### src/rtl/pedestal_subtract_pkg.sv
// Shared widths and FSM state type for the pedestal subtraction path.
package pedestal_subtract_pkg;

    localparam int unsigned ADC_WIDTH  = 14;
    localparam int unsigned PIX_IN_ROW = 640;
    localparam int unsigned ROW_SUM_W  = 24;

    typedef enum logic [1:0] {
        IDLE,
        ACTIVE,
        DRAIN
    } state_t;

endpackage

### src/rtl/ped_sub_pipe.sv
// Two-stage pedestal subtract / offset / clamp datapath with valid, last and bypass pipelining.
module ped_sub_pipe
    import pedestal_subtract_pkg::*;
#(
    parameter int unsigned DATA_W = ADC_WIDTH
) (
    input  logic              clk,
    input  logic              reset,
    input  logic              flush,
    input  logic              in_valid,
    input  logic              in_last,
    input  logic [DATA_W-1:0] pix,
    input  logic [DATA_W-1:0] ped,
    input  logic [DATA_W-1:0] offset,
    input  logic              bypass,
    output logic              busy,
    output logic              out_valid,
    output logic              out_last,
    output logic [DATA_W-1:0] out_data
);

    logic              s1_valid;
    logic              s1_last;
    logic              s1_bypass;
    logic [DATA_W-1:0] s1_pix;
    logic [DATA_W:0]   s1_diff;
    logic [DATA_W+1:0] sum;
    logic [DATA_W-1:0] clamped;

    // Two's-complement sum: bit DATA_W+1 is the sign, bit DATA_W flags overflow past full scale.
    always_comb begin
        sum = {s1_diff[DATA_W], s1_diff} + {2'b00, offset};
        if (sum[DATA_W+1]) begin
            clamped = '0;
        end else if (sum[DATA_W]) begin
            clamped = '1;
        end else begin
            clamped = sum[DATA_W-1:0];
        end
    end

    assign busy = s1_valid | out_valid;

    always_ff @(posedge clk) begin
        if (reset) begin
            s1_valid  <= 1'b0;
            s1_last   <= 1'b0;
            s1_bypass <= 1'b0;
            s1_pix    <= '0;
            s1_diff   <= '0;
            out_valid <= 1'b0;
            out_last  <= 1'b0;
            out_data  <= '0;
        end else begin
            // Flush only kills stage 1 contents; a pixel presented alongside it still loads.
            s1_valid <= in_valid;
            s1_last  <= in_valid & in_last;
            if (in_valid) begin
                s1_diff   <= {1'b0, pix} - {1'b0, ped};
                s1_pix    <= pix;
                s1_bypass <= bypass;
            end
            out_valid <= s1_valid & ~flush;
            out_last  <= s1_last & ~flush;
            if (s1_valid && !flush) begin
                out_data <= s1_bypass ? s1_pix : clamped;
            end
        end
    end

endmodule

### src/rtl/pedestal_subtract.sv
// Row framing, per-row sum and malformed-row detection around the pedestal subtract datapath.
module pedestal_subtract
    import pedestal_subtract_pkg::*;
#(
    parameter int unsigned DATA_W     = ADC_WIDTH,
    parameter int unsigned PIX_IN_ROW = pedestal_subtract_pkg::PIX_IN_ROW,
    parameter int unsigned CNT_W      = 10,
    parameter int unsigned SUM_W      = ROW_SUM_W
) (
    input  logic              CLK,
    input  logic              RESET,
    input  logic              ROW_START,
    input  logic              PIX_VALID,
    input  logic [DATA_W-1:0] PIX_DATA,
    input  logic [DATA_W-1:0] PED_DATA,
    input  logic [DATA_W-1:0] OFFSET,
    input  logic              BYPASS,
    output logic              OUT_VALID,
    output logic [DATA_W-1:0] OUT_DATA,
    output logic              ROW_DONE,
    output logic [SUM_W-1:0]  ROW_SUM,
    output logic              ROW_ERR
);

    state_t           state;
    logic [CNT_W-1:0] cnt;
    logic [SUM_W-1:0] acc;
    logic [SUM_W-1:0] acc_sum;
    logic             accept;
    logic             last_px;
    logic             short_row;
    logic             stray;
    logic             busy;
    logic             out_last;

    always_comb begin
        accept    = PIX_VALID && (state == ACTIVE || ROW_START);
        last_px   = accept && state == ACTIVE && !ROW_START
                    && cnt == CNT_W'(PIX_IN_ROW - 1);
        short_row = state == ACTIVE && ROW_START && (cnt != '0 || busy);
        stray     = PIX_VALID && !ROW_START && state != ACTIVE;
        acc_sum   = acc + SUM_W'(OUT_DATA);
    end

    ped_sub_pipe #(
        .DATA_W (DATA_W)
    ) u_pipe (
        .clk       (CLK),
        .reset     (RESET),
        .flush     (short_row),
        .in_valid  (accept),
        .in_last   (last_px),
        .pix       (PIX_DATA),
        .ped       (PED_DATA),
        .offset    (OFFSET),
        .bypass    (BYPASS),
        .busy      (busy),
        .out_valid (OUT_VALID),
        .out_last  (out_last),
        .out_data  (OUT_DATA)
    );

    // Row completion follows the tagged last pixel out of the pipe, so a row started
    // during DRAIN overlaps cleanly: the old sum is snapshotted before acc is reused.
    always_ff @(posedge CLK) begin
        if (RESET) begin
            state    <= IDLE;
            cnt      <= '0;
            acc      <= '0;
            ROW_DONE <= 1'b0;
            ROW_SUM  <= '0;
            ROW_ERR  <= 1'b0;
        end else begin
            ROW_ERR  <= short_row | stray;
            ROW_DONE <= 1'b0;
            if (OUT_VALID && out_last) begin
                ROW_DONE <= 1'b1;
                ROW_SUM  <= acc_sum;
            end

            if (ROW_START && state != DRAIN) begin
                acc <= '0;
            end else if (OUT_VALID && out_last) begin
                acc <= '0;
            end else if (OUT_VALID) begin
                acc <= acc_sum;
            end

            case (state)
                IDLE: begin
                    if (ROW_START) begin
                        state <= ACTIVE;
                        cnt   <= CNT_W'(accept);
                    end
                end
                ACTIVE: begin
                    if (ROW_START) begin
                        cnt <= CNT_W'(accept);
                    end else if (last_px) begin
                        cnt   <= '0;
                        state <= DRAIN;
                    end else if (accept) begin
                        cnt <= cnt + 1'b1;
                    end
                end
                DRAIN: begin
                    if (ROW_START) begin
                        state <= ACTIVE;
                        cnt   <= CNT_W'(accept);
                    end else if (OUT_VALID && out_last) begin
                        state <= IDLE;
                    end
                end
                default: state <= IDLE;
            endcase
        end
    end

endmodule

### config.mk
export PLATFORM = sky130hd
export DESIGN_NAME = pedestal_subtract
export DESIGN_NICKNAME = d
export VERILOG_FILES = /design/src/rtl/pedestal_subtract_pkg.sv /design/src/rtl/ped_sub_pipe.sv /design/src/rtl/pedestal_subtract.sv
export SDC_FILE = /design/constraint.sdc
export NUM_CORES = 1
export LEC_CHECK = 0
export ABC_AREA = 1
export BUFFER_PORTS_ARGS = -buffer_cell sky130_fd_sc_hd__buf_2
export CAP_MARGIN = 20
export CORE_UTILIZATION = 54
export CTS_CLUSTER_DIAMETER = 150
export DETAILED_ROUTE_END_ITERATION = 7
export PLACE_DENSITY = 0.83
export SLEW_MARGIN = 20
export SYNTH_ARGS = -nofsm -noshare
export SYNTH_HDL_FRONTEND = slang
export SYNTH_SLANG_ARGS = --single-unit
### constraint.sdc
create_clock -name CLK -period 2.1 [get_ports CLK]
set_input_delay 0.42 -clock CLK [delete_from_list [all_inputs] [get_ports CLK]]
set_output_delay 0.42 -clock CLK [all_outputs]
set_load 0.01 [all_outputs]
==> results of run 1 <==
[per-stage QoR]
| step | power [W] | std cells | TNS, ps |
|---|---|---|---|
| after floorplan | 0.003186 | 1101 | 0 |
| after global placement | 0.003509 | 1363 | -265.1 |
| after detailed placement | 0.003528 | 1363 | -943.9 |
| after CTS | 0.005286 | 1379 | 0 |
| after global routing | 0.005550 | 1379 | -91.78 |
| final | 0.005286 | 1379 | 0 |
[worst min-delay path, stage by stage]
cell	delay [ps]
buf_2	100
nor2_1	50
nor2_1	80
[kinds of logic after synthesis]
group / after synthesis / share of synthesized area
compound gates: 176 / 0.1349
xor+xnor: 24 / 0.02916
fa+ha+maj: 47 / 0.08469
buf+inv: 188 / 0.1045
flops: 110 / 0.3054
simple gates: 556 / 0.3414
[sequential cells by signal (all words and copies together), names as in the netlist]
register,flops
u_pipe.s1_valid,1
ROW_DONE,1
acc,24
u_pipe.s1_diff,15
u_pipe.out_data,14
ROW_ERR,1
u_pipe.s1_bypass,1
u_pipe.s1_pix,14
u_pipe.out_last,1
u_pipe.s1_last,1
ROW_SUM,24
u_pipe.out_valid,1
state,2
cnt,10
[what timing repair did]
| item | 4_1_cts | 5_1_grt |
|---|---|---|
| gates resized for setup | 1 | 14 |
| hold buffers | 0 | 0 |
| setup endpoints to repair | 1 | 22 |
| gates cloned | 0 | 0 |
[cell type report]
cell class / count / area [µm²] / share of cell area
Clock inverter: 6 / 75.07 / 0.009010
Tap cell: 172 / 215.2 / 0.02583
Sequential cell: 110 / 2202 / 0.2643
Timing Repair Buffer: 119 / 700.7 / 0.08410
Inverter: 159 / 598.1 / 0.07178
Clock buffer: 10 / 229.0 / 0.02748
Multi-Input combinational cell: 803 / 4312 / 0.5175
[power by group]
part	switching, W	internal (W)	leakage [nW]
Clock	0.000829	0.000948	0.146
Sequential	0.0000778	0.00217	0.896
Combinational	0.000777	0.000485	3.40
[path summary, 6_finish.rpt]
check | slack (ps) | startpoint | cells after the start | endpoint
worst max-delay path | 80 | u_pipe.out_data[0]$_SDFFE_PP0P_ | 12 | acc[14]$_SDFFE_PP0P_
worst min register to register | 440 | u_pipe.s1_last$_SDFF_PP0_ | 2 | u_pipe.out_last$_SDFF_PP0_
worst min-delay path | 320 | PIX_DATA[10] | 3 | u_pipe.s1_pix[10]$_SDFFE_PP0P_
worst max register to register | 80 | u_pipe.out_data[0]$_SDFFE_PP0P_ | 12 | acc[14]$_SDFFE_PP0P_
[metal layers]
layer	up-vias	track usage	routed length (µm)
li1	3719	-	-
met1	3262	0.3634	8779
met2	196	0.4508	8516
met3	24	0.02859	849
met4	0	0.08654	319
met5	-	0	0
[cell usage after synthesis, types with 2 or more instances]
| master | instances | share of area |
|---|---|---|
| a211o_1 | 2 | 0.0024 |
| a21oi_1 | 78 | 0.054 |
| a21oi_2 | 12 | 0.015 |
| a22o_1 | 3 | 0.0036 |
| and2_1 | 4 | 0.0035 |
| buf_1 | 2 | 0.0010 |
| buf_12 | 2 | 0.0056 |
| buf_2 | 8 | 0.0056 |
| clkbuf_1 | 16 | 0.0083 |
| dfxtp_1 | 110 | 0.31 |
| fa_1 | 3 | 0.0083 |
| ha_1 | 44 | 0.076 |
| inv_1 | 151 | 0.079 |
| inv_2 | 6 | 0.0031 |
| nand2_1 | 280 | 0.15 |
| nand2_2 | 19 | 0.016 |
| nand2_4 | 12 | 0.019 |
| nand3_1 | 71 | 0.049 |
| nand3b_1 | 2 | 0.0021 |
| nand4_1 | 14 | 0.012 |
| nor2_1 | 124 | 0.065 |
| nor2_2 | 2 | 0.0017 |
| nor2_4 | 4 | 0.0062 |
| nor3_1 | 15 | 0.010 |
| nor4_1 | 5 | 0.0043 |
| o211ai_1 | 5 | 0.0052 |
| o21ai_0 | 69 | 0.048 |
| o21bai_1 | 2 | 0.0021 |
| xnor2_1 | 13 | 0.016 |
| xor2_1 | 11 | 0.013 |
==> results.md, run 1 <==
* Run status: finished, final reports clean
* Power Dens Cells at 634.4 nW/µm²
* TritonCTS clock tree: built
* Dpl cell area at 7974 µm²
* Rows at 41
* Slowest stage delay, CP at 370 ps
* Fillcell total at 1225
* Clk sinks at 110
* Max VDD drop at 0.0004506 V
* Most frequent cells in the layout: 276 x nand2_1, 151 x inv_1, 124 x nor2_1, 110 x dfxtp_1, 87 x buf_2
* Clk Latency, worst-skew pair at 360 ps
* Synthesis warning total at 0
* Clock tree buffer depth at 2
* Port Buffers at 87
* Crit start category: flop
* Least-Margin Pin Slew at 718.7 ps
* RSZ-0062 raised after global routing: true
* Syn Inst Count at 1101
* Synth unique cells at 42
* Final Util at 0.6497
* Critical Path Slowest Stage Cell: fa_2
* IO Count at 88
* Flops & latches, synth at 110
* Critical path's most frequent cell: nand2_1
* Tmin final at 2016 ps
* DRC at 0
* Bufs and invs on worst path at 1
* Fin worst setup slack at 83.69 ps
* Fmax at 0.4960 GHz
* Grt ovf at 0
* Fraction of registers with async set/reset at 0
* Max cap viols at 0
* DP Worst Slack at -103.6 ps
* Worst Skew at 10.93 ps
* Die height at 117.5 µm
* # setup viols final at 0
* Avg WL per Cell at 13.39 µm
* Arrival time worst endpoint at 2280 ps
* Critical path endpoint category: flop
* Synth Cell Area at 7209 µm²
* Initial antenna violation count at 0
* Fraction of layout cells with a size suffix above 1 at 0.1715
* Final hold slack at 322.7 ps
* Max Slew Vio Count at 0
* Global-route wire length before repair at 30.44 mm
* Max-Slew Margin vs Limit at 0.5191
* Core Area at 12820 µm²
* Top FF cell, synth: dfxtp_1
* Final hold vios at 0
* Vias per inst at 5.222
* Classification of the worst setup path: flop to flop
* Syn nets at 1195
* Clock-pin slew on the worst setup and hold paths at 80 ps
* DRT Pass-1 Iters at 5
* Final wirelength at 18.46 mm
* Chip width at 117.5 µm
* Nets at 1296
* Routed Antenna Nets at 0
* Commonest non-fill, non-tap cell in the layout: nand2_1
* Leak at 4.438 nW
* Vias in the first global route at 6572
* Layout area overhead at 15.57%
* Critical Path Fanout Max at 4
* CTS root buffer: clkbuf_16
* Worst path required time at 2360 ps
* Crit-path cells: ha_1 > fa_2 > nand3_1 > nand2_1 > nand2_1 > nand3_2 > nand2_2 > nand2_1 > nand2_1 > nand2_1 > o21ai_1 > inv_1
* TritonCTS buffer count at 9
* Diodes inserted at 0
* DP HPWL at 14.52 mm
* Period utilization at 0.9601
* Detailed-route via count at 7201
* Post-synthesis sequential area ratio at 0.3054
* Htree depth at 3
* Largest net degree at the start of global routing at 38
* Crit-path leading delay family: simple AND/OR/NAND/NOR gates
* Die area at 13820 µm²
* Post-CTS setup buffer count at 0
* Mean Syn Cell Area at 6.548 µm²
* GP Congestion at 0.9538
* GRT Util Overall at 0.2697
* Initial core utilization at 0.5621
* Initial DRC count at 558
* Worst hold path class: input pin to flop
* EDFF count, synth at 0
* Post-route cell area at 8332 µm²
Power figures use the tool's default switching activity.
==> run 2, diff against run 1 <==
--- a/config.mk
+++ b/config.mk
@@ -8,10 +8,13 @@
 export ABC_AREA = 1
 export BUFFER_PORTS_ARGS = -buffer_cell sky130_fd_sc_hd__buf_2
 export CAP_MARGIN = 20
-export CORE_UTILIZATION = 54
+export CELL_PAD_IN_SITES_DETAIL_PLACEMENT = 1
+export CELL_PAD_IN_SITES_GLOBAL_PLACEMENT = 2
+export CORE_UTILIZATION = 29
 export CTS_CLUSTER_DIAMETER = 150
 export DETAILED_ROUTE_END_ITERATION = 7
-export PLACE_DENSITY = 0.83
+export GPL_TIMING_DRIVEN = 0
+export PLACE_DENSITY = 0.82
 export SLEW_MARGIN = 20
 export SYNTH_ARGS = -nofsm -noshare
 export SYNTH_HDL_FRONTEND = slang
==> results.md, run 2 (synthesized netlist as in run 1, its figures left out) <==
* Run status: finished, final reports clean
* Placed Cells incl. Taps at 1512
* Crit-path cells: ha_2 > fa_2 > nand3_1 > nand2_2 > nand3_1 > nand2_2 > a21oi_1 > inv_1 > nand2_1 > nand2_1 > nand2_1 > nand2_1
* Avg WL per Cell at 14.88 µm
* Worst path required time at 2360 ps
* Clock tree buffer depth at 2
* Commonest non-fill, non-tap cell in the layout: nand2_1
* Switching Share at 0.3307
* TritonCTS clock tree: built
* Routed Antenna Nets at 0
* Worst Skew at 6.631 ps
* Period utilization at 0.9356
* Max cap viols at 0
* CTS root buffer: clkbuf_16
* Switching power at 0.001741 W
* Classification of the worst setup path: flop to flop
* Nets at 1292
* Total power at 0.005265 W
* Initial core utilization at 0.2964
* Critical path endpoint category: flop
* Bufs and invs on worst path at 1
* Critical Path Fanout Max at 3
* Final hold vios at 0
* Global-route wire length before repair at 37.20 mm
* GRT Util Overall at 0.1837
* Least-Margin Pin Slew at 651.1 ps
* Largest net degree at the start of global routing at 18
* Clk Latency, worst-skew pair at 360 ps
* DP HPWL at 18.90 mm
* Clk sinks at 110
* TritonCTS buffer count at 9
* Most frequent cells in the layout: 273 x nand2_1, 151 x inv_1, 124 x nor2_1, 106 x dfxtp_1, 95 x buf_2
* Largest regs: ROW_SUM x24, acc x24, u_pipe.s1_diff x15
* Post-Layout Cell Count at 1527
* Initial DRC count at 293
* IO Count at 88
* Htree depth at 3
* DRT Pass-1 Iters at 4
* GP Congestion at 0.8468
* Final wirelength at 22.72 mm
* Slowest stage delay, CP at 370 ps
* Critical path's most frequent cell: nand2_1
* Detailed-route via count at 7171
* Fraction of layout cells with a size suffix above 1 at 0.1746
* Tmin final at 1965 ps
* Combinational power share at 0.244
* Post-CTS setup buffer count at 0
* Layout area overhead at 18.12%
* Grt ovf at 0
* Arrival time worst endpoint at 2230 ps
* Core Area at 24320 µm²
* Critical Path Slowest Stage Cell: fa_2
* Die height at 159.7 µm
* Max Slew Vio Count at 0
* Chip width at 159.7 µm
* Crit start category: flop
* Sequential share of power at 0.430
* Die area at 25490 µm²
* Leak at 4.322 nW
* Vias in the first global route at 7231
* Rows at 57
* Clock-pin slew on the worst setup and hold paths at 80 ps
* Max VDD drop at 0.0003986 V
* Fmax at 0.5090 GHz
* # setup viols final at 0
* Crit-path leading delay family: simple AND/OR/NAND/NOR gates
* Power Dens Cells at 618.2 nW/µm²
* Cell Int Power at 0.003524 W
* Clock share of power at 0.326
* Port Buffers at 87
* Diodes inserted at 0
* Max-Slew Margin vs Limit at 0.5659
* Initial antenna violation count at 0
* DRC at 0
* Worst hold path class: input pin to flop
* RSZ-0062 raised after global routing: true
* Vias per inst at 4.696
==> run 2: cell count changes in the layout (fill, tap and decap cells not counted), moves of 3 or more <==
cell / delta
ha_1: -11
nand2_1: -3
nand2_2: +3
ha_4: +6
buf_4: -29
dfxtp_2: +4
buf_2: +8
dfxtp_1: -4
clkbuf_1: +15
ha_2: +5
==> run 2: layer usage <==
metal  GRT usage  routed length, µm  up-vias
li1            -                  -     3711
met1      0.2501              11540     3365
met2      0.3091              10510       82
met3     0.01974                426       13
met4     0.04458                251        0
met5           0                  0        -
==> run 2: repair_timing <==
action / in CTS / in global routing
endpoints found under the setup margin: 28 / 40
gates resized for setup: 6 / 38
endpoints found under the hold margin: 0 / 0
hold buffers: 0 / 0
==> run 2: worst paths after layout <==
| kind | slack, ps | startpoint | end | depth (start not counted) |
|---|---|---|---|---|
| setup / recovery | 140 | u_pipe.out_data[0]$_SDFFE_PP0P_ | ROW_SUM[12]$_SDFFE_PP0P_ | 12 |
| hold / removal | 320 | PIX_DATA[13] | u_pipe.s1_pix[13]$_SDFFE_PP0P_ | 3 |
| setup reg to reg | 140 | u_pipe.out_data[0]$_SDFFE_PP0P_ | ROW_SUM[12]$_SDFFE_PP0P_ | 12 |
| hold reg to reg | 430 | u_pipe.s1_last$_SDFF_PP0_ | u_pipe.out_last$_SDFF_PP0_ | 2 |
==> run 2: final cells by class <==
| class | instances | area, µm² |
|---|---|---|
| clock buffers | 12 | 256.5 |
| multi-input cells | 803 | 4427 |
| clock inverters | 4 | 30.03 |
| plain buffers | 28 | 152.6 |
| flip-flops and latches | 110 | 2207 |
| repair buffers | 87 | 435.4 |
| well taps | 324 | 405.4 |
| fillers | 3101 | 15800 |
| inverters | 159 | 601.8 |
==> run 2: stage by stage <==
| stage | area (µm²) | TNS, ps | hold slack, ps | util | worst slack (ps) |
|---|---|---|---|---|---|
| floorplan | 7209 | 0 | 402.3 | - | 135.0 |
| global placement | 8050 | -5792 | 408.6 | 0.3310 | -237.0 |
| detailed placement | 8050 | -6613 | 419.0 | 0.3310 | -267.8 |
| CTS | 8361 | 0 | 320.8 | 0.3438 | 5.773 |
| global route | 8516 | -60.17 | 340.4 | 0.3502 | -31.15 |
| finish | 8516 | 0 | 323.1 | 0.3502 | 135.3 |
==> run 2: worst reg2reg max path: cells and delay by family (launching register included) <==
kind / cells / cell delay [ps]
simple gates: 8 / 670
fa+ha+maj: 2 / 590
flops: 1 / 360
compound gates: 1 / 190
buf+inv: 1 / 60
==> run 2: power groups by stage <==
stage	Sequential [W]	Combinational [W]	Clock (W)
after floorplan	0.00227	0.000917	0
after global placement	0.00230	0.00125	0
after detailed placement	0.00230	0.00127	0
after CTS	0.00225	0.00128	0.00175
after global routing	0.00227	0.00145	0.00185
final	0.00226	0.00128	0.00172
==> run 3, diff against run 2 <==
--- a/config.mk
+++ b/config.mk
@@ -14,7 +14,8 @@
 export CTS_CLUSTER_DIAMETER = 150
 export DETAILED_ROUTE_END_ITERATION = 7
 export GPL_TIMING_DRIVEN = 0
-export PLACE_DENSITY = 0.82
+export PLACE_DENSITY = 0.89
+export RECOVER_POWER = 100
 export SLEW_MARGIN = 20
 export SYNTH_ARGS = -nofsm -noshare
 export SYNTH_HDL_FRONTEND = slang
==> results.md, run 3 (synthesized netlist as in run 1, its figures left out) <==
* Vias per inst at 4.725
* Final hold vios at 0
* Tmin final at 2018 ps
* Clk sinks at 110
* Largest regs: ROW_SUM x24, acc x24, u_pipe.s1_diff x15
* Detailed-route via count at 7215
* Max Slew Vio Count at 0
* Leak at 4.142 nW
* R2r endpoint: u_pipe.out_data[8]$_SDFFE_PP0P_
* Crit-path cells: ha_2 > fa_2 > nand3_1 > nand3_1 > a21oi_2 > xor2_2 > nand2_4 > nand2_2 > a21oi_2
* Chip width at 159.7 µm
* Fmax at 0.4955 GHz
* Worst Skew at 8.239 ps
* R2r setup slk at 80 ps
* Worst reg2reg path depth at 9
* Largest net degree at the start of global routing at 19
* Max-Slew Margin vs Limit at 0.5419
* Final hold slack at 337.8 ps
* Fillcell total at 3182
* Worst path required time at 2350 ps
* GRT Util Overall at 0.1847
* Crit start category: flop
* Rows at 57
* DRT Pass-1 Iters at 4
* Least-Margin Pin Slew at 687.2 ps
* Power Dens Cells at 618.7 nW/µm²
* Initial DRC count at 237
* Final Util at 0.3456
* TritonCTS clock tree: built
* Global-route wire length before repair at 37.42 mm
* # setup viols final at 0
* Max VDD drop at 0.0004006 V
* Layout area overhead at 16.57%
* Die height at 159.7 µm
* TritonCTS buffer count at 9
* Arrival time worst endpoint at 2270 ps
* DP HPWL at 18.96 mm
* Grt ovf at 0
* Clk Latency, worst-skew pair at 360 ps
* Post-route cell area at 8404 µm²
* Avg WL per Cell at 14.95 µm
* IO Count at 88
* DRC at 0
* RSZ-0062 raised after global routing: true
* Port Buffers at 87
* Max cap viols at 0
* Worst hold path class: input pin to flop
* Initial antenna violation count at 0
* Run status: finished, final reports clean
* Critical path endpoint category: flop
* Slowest stage delay, CP at 440 ps
* Period utilization at 0.9610
* Classification of the worst setup path: flop to flop
* Hold Path Depth at 3
* Clock-pin slew on the worst setup and hold paths at 80 ps
* Most frequent cells in the layout: 276 x nand2_1, 153 x inv_1, 123 x nor2_1, 108 x dfxtp_1, 72 x a21oi_1
* Nets at 1293
* Htree depth at 3
* Initial core utilization at 0.2964
* GP Congestion at 0.8609
* RR Startpoint: u_pipe.s1_diff[0]$_SDFFE_PP0P_
* Final wirelength at 22.83 mm
* Diodes inserted at 0
* CTS root buffer: clkbuf_16
* Total power at 0.005200 W
* Critical Path Fanout Max at 4
* Die area at 25490 µm²
* WHS Endpoint: u_pipe.s1_pix[5]$_SDFFE_PP0P_
* Vias in the first global route at 7441
* Dpl cell area at 8050 µm²
* HP Start: PIX_DATA[5]
* Core Area at 24320 µm²
* Fraction of layout cells with a size suffix above 1 at 0.1330
* Clock tree buffer depth at 2
* Commonest non-fill, non-tap cell in the layout: nand2_1
* Critical Path Slowest Stage Cell: fa_2
* Routed Antenna Nets at 0
-- run 3: layout make-up --
class	instances	area, µm²	share of cell area
buffer	28	148.9	0.01772
tap	324	405.4	0.04824
timing repair buffer	88	392.9	0.04675
sequential	110	2205	0.2623
inverter	159	598.1	0.07116
clock buffer	9	225.2	0.02680
clock inverter	6	48.80	0.005806
multi-input combinational	803	4380	0.5212
-- run 3: what timing repair did --
action,CTS,global route
gates resized for setup,10,29
pin swaps,0,1
endpoints found under the setup margin,19,41
buffers inserted,0,1
hold endpoints to repair,0,0
hold buffers,0,0
-- run 3: where the power goes --
part	total [W]	internal (W)	switching (W)
logic	0.00129	0.000467	0.000824
registers	0.00226	0.00217	0.0000857
clock network	0.00165	0.000808	0.000846
-- run 3: worst max-delay path by stage --
stage                                              start                         endpoint  slack [ps]  cells past startpoint
final                     u_pipe.s1_diff[0]$_SDFFE_PP0P_  u_pipe.out_data[8]$_SDFFE_PP0P_          80                      9
after global routing      u_pipe.s1_diff[0]$_SDFFE_PP0P_  u_pipe.out_data[7]$_SDFFE_PP0P_         -10                     12
after CTS                    u_pipe.out_valid$_SDFF_PP0_             acc[16]$_SDFFE_PP0P_         0.7                      7
after detailed placement                       OFFSET[0]  u_pipe.out_data[8]$_SDFFE_PP0P_        -300                     10
after global placement                         OFFSET[0]  u_pipe.out_data[8]$_SDFFE_PP0P_        -280                     10
after floorplan                                OFFSET[0]  u_pipe.out_data[7]$_SDFFE_PP0P_         130                     11
-- run 3: metrics by stage --
step           setup TNS (ps)  setup WS, ps  instances
2_1_floorplan               0         135.0       1101
3_5_place_dp            -6359        -301.0       1512
4_1_cts                     0        0.6588       1527
5_1_grt                -23.62        -9.524       1527
6_report                    0         81.93       1527
3_3_place_gp            -4398        -276.1       1512
-- run 3: worst max-delay path, delay by kind of cell (launching register included) --
family	cells	cell delay (ps)
AOI/OAI and AO/OA	2	280
adders and majority gates	2	650
and+or+nand+nor	4	410
DFF	1	330
xor gates and xnor gates	1	250
-- run 3: metal layers --
metal,vias to the layer above,global-route usage,part of all wire
li1,3715,-,-
met1,3367,0.2387,0.48
met2,107,0.3204,0.47
met3,26,0.01870,0.027
met4,0,0.06075,0.019
met5,-,0,0
